==> src/rtl/store_buffer_if.sv <==
// Core/RAM-facing signal bundle of the store buffer.
// The master side is the core plus data RAM; the slave side is the buffer itself.
interface store_buffer_if #(
  parameter int DEPTH = 4
);
  logic                     MemWrite;
  logic [31:0]              DataAdr;
  logic [31:0]              WriteData;
  logic                     Flush;
  logic [31:0]              ReadData;
  logic                     Stall;
  logic                     mem_we;
  logic [31:0]              mem_addr;
  logic [31:0]              mem_wdata;
  logic                     mem_ready;
  logic [31:0]              mem_rdata;
  logic                     FlushDone;
  logic [$clog2(DEPTH):0]   Count;

  modport master (
    output MemWrite, DataAdr, WriteData, Flush, mem_ready, mem_rdata,
    input  ReadData, Stall, mem_we, mem_addr, mem_wdata, FlushDone, Count
  );

  modport slave (
    input  MemWrite, DataAdr, WriteData, Flush, mem_ready, mem_rdata,
    output ReadData, Stall, mem_we, mem_addr, mem_wdata, FlushDone, Count
  );
endinterface

==> src/rtl/store_buffer.sv <==
// In-order store FIFO between core and data RAM, with youngest-match load
// forwarding and a RUN/FLUSH/DONE drain sequencer.
module store_buffer #(
  parameter int DEPTH = 4
) (
  input  logic          clk,
  input  logic          reset,
  store_buffer_if.slave bus
);
  localparam int PW = $clog2(DEPTH);
  localparam int CW = PW + 1;

  typedef enum logic [1:0] {RUN, FLUSH, DONE} state_t;

  state_t        r_state, w_state_nxt;
  logic [29:0]   r_addr [DEPTH];
  logic [31:0]   r_data [DEPTH];
  logic [PW-1:0] r_head, r_tail;
  logic [CW-1:0] r_count;

  logic          w_full, w_empty, w_stall, w_push, w_pop;
  logic          w_fwd_hit;
  logic [31:0]   w_fwd_data;
  logic [PW-1:0] w_idx;
  logic          w_unused;

  assign w_full   = (r_count == CW'(DEPTH));
  assign w_empty  = (r_count == '0);
  // A full buffer refuses the store even if the head drains this same edge.
  assign w_stall  = bus.MemWrite & (w_full | (r_state != RUN));
  assign w_push   = bus.MemWrite & ~w_stall;
  assign w_pop    = ~w_empty & bus.mem_ready;
  assign w_unused = ^bus.DataAdr[1:0];

  always_ff @(posedge clk or negedge reset) begin
    if (!reset) begin
      r_head  <= '0;
      r_tail  <= '0;
      r_count <= '0;
      for (int i = 0; i < DEPTH; i++) begin
        r_addr[i] <= '0;
        r_data[i] <= '0;
      end
    end else begin
      if (w_push) begin
        r_addr[r_tail] <= bus.DataAdr[31:2];
        r_data[r_tail] <= bus.WriteData;
        r_tail         <= r_tail + PW'(1);
      end
      if (w_pop) begin
        r_head <= r_head + PW'(1);
      end
      if (w_push && !w_pop) begin
        r_count <= r_count + CW'(1);
      end else if (w_pop && !w_push) begin
        r_count <= r_count - CW'(1);
      end
    end
  end

  // Walk oldest to youngest so the last valid match wins.
  always_comb begin
    w_fwd_hit  = 1'b0;
    w_fwd_data = '0;
    w_idx      = '0;
    for (int i = 0; i < DEPTH; i++) begin
      w_idx = r_head + PW'(i);
      if ((CW'(i) < r_count) && (r_addr[w_idx] == bus.DataAdr[31:2])) begin
        w_fwd_hit  = 1'b1;
        w_fwd_data = r_data[w_idx];
      end
    end
  end

  always_ff @(posedge clk or negedge reset) begin
    if (!reset) begin
      r_state <= RUN;
    end else begin
      r_state <= w_state_nxt;
    end
  end

  always_comb begin
    w_state_nxt = r_state;
    unique case (r_state)
      RUN:     if (bus.Flush) w_state_nxt = FLUSH;
      FLUSH:   if (w_empty)   w_state_nxt = DONE;
      DONE:    w_state_nxt = RUN;
      default: w_state_nxt = RUN;
    endcase
  end

  assign bus.Stall     = w_stall;
  assign bus.mem_we    = ~w_empty;
  assign bus.mem_addr  = w_empty ? '0 : {r_addr[r_head], 2'b00};
  assign bus.mem_wdata = w_empty ? '0 : r_data[r_head];
  assign bus.ReadData  = w_fwd_hit ? w_fwd_data : bus.mem_rdata;
  assign bus.FlushDone = (r_state == DONE);
  assign bus.Count     = r_count;
endmodule

==> src/flat_wrapper.sv <==
// flat-port wrapper written by rule: the top's interface ports become plain ports
module store_buffer_flat 
#(
  parameter int DEPTH = 4
)
  (clk, reset, bus_MemWrite, bus_DataAdr, bus_WriteData, bus_Flush, bus_mem_ready, bus_mem_rdata, bus_ReadData, bus_Stall, bus_mem_we, bus_mem_addr, bus_mem_wdata, bus_FlushDone, bus_Count);
  store_buffer_if #(.DEPTH(DEPTH)) bus_i ();
  input  logic clk;
  input  logic reset;
  input wire logic [$bits(bus_i.MemWrite)-1:0] bus_MemWrite;
  input wire logic [$bits(bus_i.DataAdr)-1:0] bus_DataAdr;
  input wire logic [$bits(bus_i.WriteData)-1:0] bus_WriteData;
  input wire logic [$bits(bus_i.Flush)-1:0] bus_Flush;
  input wire logic [$bits(bus_i.mem_ready)-1:0] bus_mem_ready;
  input wire logic [$bits(bus_i.mem_rdata)-1:0] bus_mem_rdata;
  output wire logic [$bits(bus_i.ReadData)-1:0] bus_ReadData;
  output wire logic [$bits(bus_i.Stall)-1:0] bus_Stall;
  output wire logic [$bits(bus_i.mem_we)-1:0] bus_mem_we;
  output wire logic [$bits(bus_i.mem_addr)-1:0] bus_mem_addr;
  output wire logic [$bits(bus_i.mem_wdata)-1:0] bus_mem_wdata;
  output wire logic [$bits(bus_i.FlushDone)-1:0] bus_FlushDone;
  output wire logic [$bits(bus_i.Count)-1:0] bus_Count;
  assign bus_i.MemWrite = bus_MemWrite;
  assign bus_i.DataAdr = bus_DataAdr;
  assign bus_i.WriteData = bus_WriteData;
  assign bus_i.Flush = bus_Flush;
  assign bus_i.mem_ready = bus_mem_ready;
  assign bus_i.mem_rdata = bus_mem_rdata;
  assign bus_ReadData = bus_i.ReadData;
  assign bus_Stall = bus_i.Stall;
  assign bus_mem_we = bus_i.mem_we;
  assign bus_mem_addr = bus_i.mem_addr;
  assign bus_mem_wdata = bus_i.mem_wdata;
  assign bus_FlushDone = bus_i.FlushDone;
  assign bus_Count = bus_i.Count;
  store_buffer #(.DEPTH(DEPTH)) u_core (.clk(clk), .reset(reset), .bus(bus_i));
endmodule
==> config.mk <==
export PLATFORM = sky130hd
export DESIGN_NAME = store_buffer_flat
export DESIGN_NICKNAME = d
export VERILOG_FILES = /design/src/rtl/store_buffer_if.sv /design/src/rtl/store_buffer.sv /design/src/flat_wrapper.sv
export SDC_FILE = /design/constraint.sdc
export NUM_CORES = 1
export LEC_CHECK = 0
export BUFFER_PORTS_ARGS = -buffer_cell sky130_fd_sc_hd__buf_2
export CORE_MARGIN = 8
export CORE_UTILIZATION = 65
export CTS_CLUSTER_SIZE = 25
export DETAILED_ROUTE_END_ITERATION = 16
export GPL_TIMING_DRIVEN = 0
export PLACE_DENSITY_LB_ADDON = 0.08
export SLEW_MARGIN = 20
export SYNTH_ARGS = -nofsm -noshare
export SYNTH_HDL_FRONTEND = slang
export SYNTH_SLANG_ARGS = --single-unit
==> constraint.sdc <==
create_clock -name clk -period 9.1 [get_ports clk]
set_input_delay 1.82 -clock clk [delete_from_list [all_inputs] [get_ports clk]]
set_output_delay 1.82 -clock clk [all_outputs]
set_load 0.02 [all_outputs]
==> impl_metrics.py <==
metrics = {
    "status": {
        "status": "finished with violations",
        "violations": "setup timing",
    },
    "grt": {
        "grt_pass1_vias": 16400,
        "grt_pass1_wl_um": 101000,
        "gr-total-overflow": 0,
        "grt_max_degree": 95,
        "grt_util_all_layers_pct": 39.5,
        "antenna_found_initial": 3,
    },
    "floorplan": {
        "rows": 62,
        "start_util_pct": 65.4,
        "die_y_um": 185,
        "fp.dieW_um": 185,
        "die_area_um2": 34300,
        "core_area_um2": 28500,
        "io_pins": 203,
    },
    "placement": {
        "hpwlAfterDp_um": 49300,
        "placedCellCount": 2213,
        "port_buffers": 178,
        "placed_cell_area_um2": 20100,
        "gp_congestion": 1.06,
    },
    "setup_path": {
        "start_kind": "input pin",
        "slowest_stage": "a2111oi_0",
        "worstPathCellList": "clkbuf_1 > inv_1 > xnor2_1 > nand3_1 > a2111oi_0 > nand4b_1 > o21ai_1 > clkbuf_1 > o32ai_1 > a2111o_1 > a31oi_1 > buf_2",
        "endpoint_kind": "output port",
        "required_ns": 7.28,
        "crit_type": "in2out",
        "cp_common_cell": "clkbuf_1",
        "cp_max_fo": 10,
        "crit_arrival_ns": 7.42,
        "critPathMaxStageDelay_ns": 0.96,
    },
    "timing": {
        "worst_slack_ns": -0.137,
        "max_freq_ghz": 0.108,
        "worst_pin_slew_ns": 1.03,
        "holdWs_ns": 0.484,
        "slew_viol_final": 0,
        "grt_setup_unrepaired": "false",
        "fin_crit_sh_pct": 102,
        "period_needed_ns": 9.24,
        "maxSlewHeadroom_pct": 29.8,
        "skew_ns": 0.0279,
        "setup_viol": 4,
        "hold_viol_final": 0,
    },
    "synthesis": {
        "synth_edf_count": 0,
        "ys.flop_type": "dfrtp_1",
        "syn_area_per_cell_um2": 11.3,
        "postSynth.asyncResetShare_pct": 100,
        "yosysSeqAreaShare_pct": 34.6,
        "yosysWarnings": 0,
        "synthesis.area_um2": 18600,
        "ys_types": 67,
        "synthCells": 1648,
        "synth_seq_cells": 257,
    },
    "pwr": {
        "cellPowerDensity_nw_per_um2": 442,
        "peakVddDrop_mv": 0.300,
        "total_power_w": 0.00925,
        "leakage_nw": 9.18,
    },
    "clocking": {
        "cts_sinks": 257,
        "ctsResizeCount": 0,
        "htreeDepth": 1,
        "cts_buffers": 29,
        "cts_buffer_depth": 3,
        "clkLatencyLatePin_ns": 0.57,
        "clk_pin_slew_ns": 0.06,
        "cts_hold_buf": 0,
        "cts_root_buf": "clkbuf_16",
        "cts_tree": "built",
        "post_cts_buffers": 0,
    },
    "cells_and_area": {
        "fin_nets": 1970,
        "areaGrowthSynthToFinish_pct": 12.5,
        "final_cell_area_um2": 20900,
        "diodes": 0,
        "drive_gt1_share_pct": 34.5,
        "instances_no_fill": 2262,
        "fin_util_pct": 73.6,
    },
    "drt": {
        "dr_total_vias": 16600,
        "drtAntennaViolNets": 0,
        "finalWirelength_um": 68400,
        "detail_route.vias_per_cell": 7.34,
        "avgRoutedWirePerCell_um": 30.2,
        "dr.pass1.iters": 5,
        "drt_iter0_drc": 2233,
        "drc": 0,
    },
    "job": {
        "maxCapViolations": 0,
    },
    "min_path": {
        "hp-class": "reg2reg",
    },
}
## sequential cells by signal (all words and copies together) (netlist names)
register / cells
u_core.r_data: 128
u_core.r_addr: 120
u_core.bus.Count: 3
u_core.r_head: 2
u_core.r_state: 2
u_core.r_tail: 2
## Yosys cell counts, types with 23 or more instances
library cell    n  share of area [%]
dfrtp_1       257                 35
mux2_2        253                 15
nand2_1       158                3.2
mux4_2        124                 15
mux2i_1       122                6.6
clkbuf_1       85                1.7
xnor2_1        80                3.8
nor2_1         74                1.5
o21ai_0        52                1.4
a31oi_1        33                1.1
nor3_1         31               0.83
xor2_1         30                1.4
a22oi_1        23               0.93
buf_2          23               0.62
## worst paths after layout
path                                               start                       endpoint  slack [ns]  cells after the start
setup / recovery                         bus_DataAdr[18]               bus_ReadData[21]       -0.14                     12
hold reg to reg            u_core.r_state[1]$_DFFE_PN0P_  u_core.r_state[0]$_DFFE_PN0P_        0.48                      1
hold / removal             u_core.r_state[1]$_DFFE_PN0P_  u_core.r_state[0]$_DFFE_PN0P_        0.48                      1
max in group asynchronous                          reset  u_core.r_addr[36]$_DFFE_PN0P_        6.52                      3
min in group asynchronous                          reset  u_core.r_addr[49]$_DFFE_PN0P_        1.23                      1
setup reg to reg            u_core.r_head[1]$_DFFE_PN0P_   u_core.r_head[1]$_DFFE_PN0P_        3.47                     11
## per-layer routing
| metal | GRT usage [%] | part of all wire [%] |
|---|---|---|
| met4 | 14.5 | 4.1 |
| met1 | 54.5 | 38 |
| met2 | 57.3 | 43 |
| met3 | 13.4 | 14 |
| met5 | 0 | 0.053 |
## kinds of logic (layout without fill, tap and decap cells)
kind of cell / after synthesis / after routing / synth area share [%]
flip-flops: 257 / 257 / 34.6
other: 1 / 2 / 0.0202
AND/OR/NAND/NOR: 353 / 353 / 8.67
multiplexers: 500 / 500 / 37.0
adder cells (fa/ha/maj): 9 / 9 / 0.605
AO/OA/AOI/OAI: 244 / 244 / 9.53
buffers and inverters: 174 / 403 / 4.42
XOR/XNOR: 110 / 110 / 5.18
## placed cells by master, fill, tap and decap left out, drive strengths merged, types with 8 or more instances in the layout
cell type	n
a2111o	9
a221oi	10
a22oi	23
a2bb2oi	19
a31oi	33
and3	20
buf	246
clkbuf	127
clkinv	10
dfrtp	257
ha	9
inv	17
mux2	253
mux2i	122
mux4	125
nand2	158
nand3	8
nand4	16
nor2	75
nor2b	19
nor3	31
o2111ai	21
o211ai	10
o21ai	53
o22ai	14
o32ai	10
xnor2	80
xor2	30
## power by group
part	internal, W	total (W)	leakage, nW	switching (W)
sequential	0.00169	0.00232	3.18	0.000628
clock	0.000647	0.00114	0.433	0.000491
combinational	0.00259	0.00579	5.57	0.00320
## cell type report
type | count | area, um2
multi-input combinational | 1218 | 11400
fill | 1993 | 7520
sequential | 257 | 6430
timing repair buffer | 180 | 956
clock buffer | 42 | 815
buffer | 151 | 736
tap | 384 | 480
inverter | 23 | 86.3
clock inverter | 7 | 80.1
## per-stage QoR
step                      setup slack, ns  TNS (ns)
after floorplan                      2.49         0
after global placement              0.322         0
after detailed placement            0.359         0
after CTS                           0.329         0
after global routing               0.0369         0
final                              -0.137    -0.368
## critical path: cells and delay by family
kind | cells | cell delay [ns]
XOR/XNOR | 1 | 0.30
AO/OA/AOI/OAI | 5 | 2.73
AND/OR/NAND/NOR | 2 | 1.04
buffers and inverters | 4 | 1.51
(Power assumes the default switching activity.)
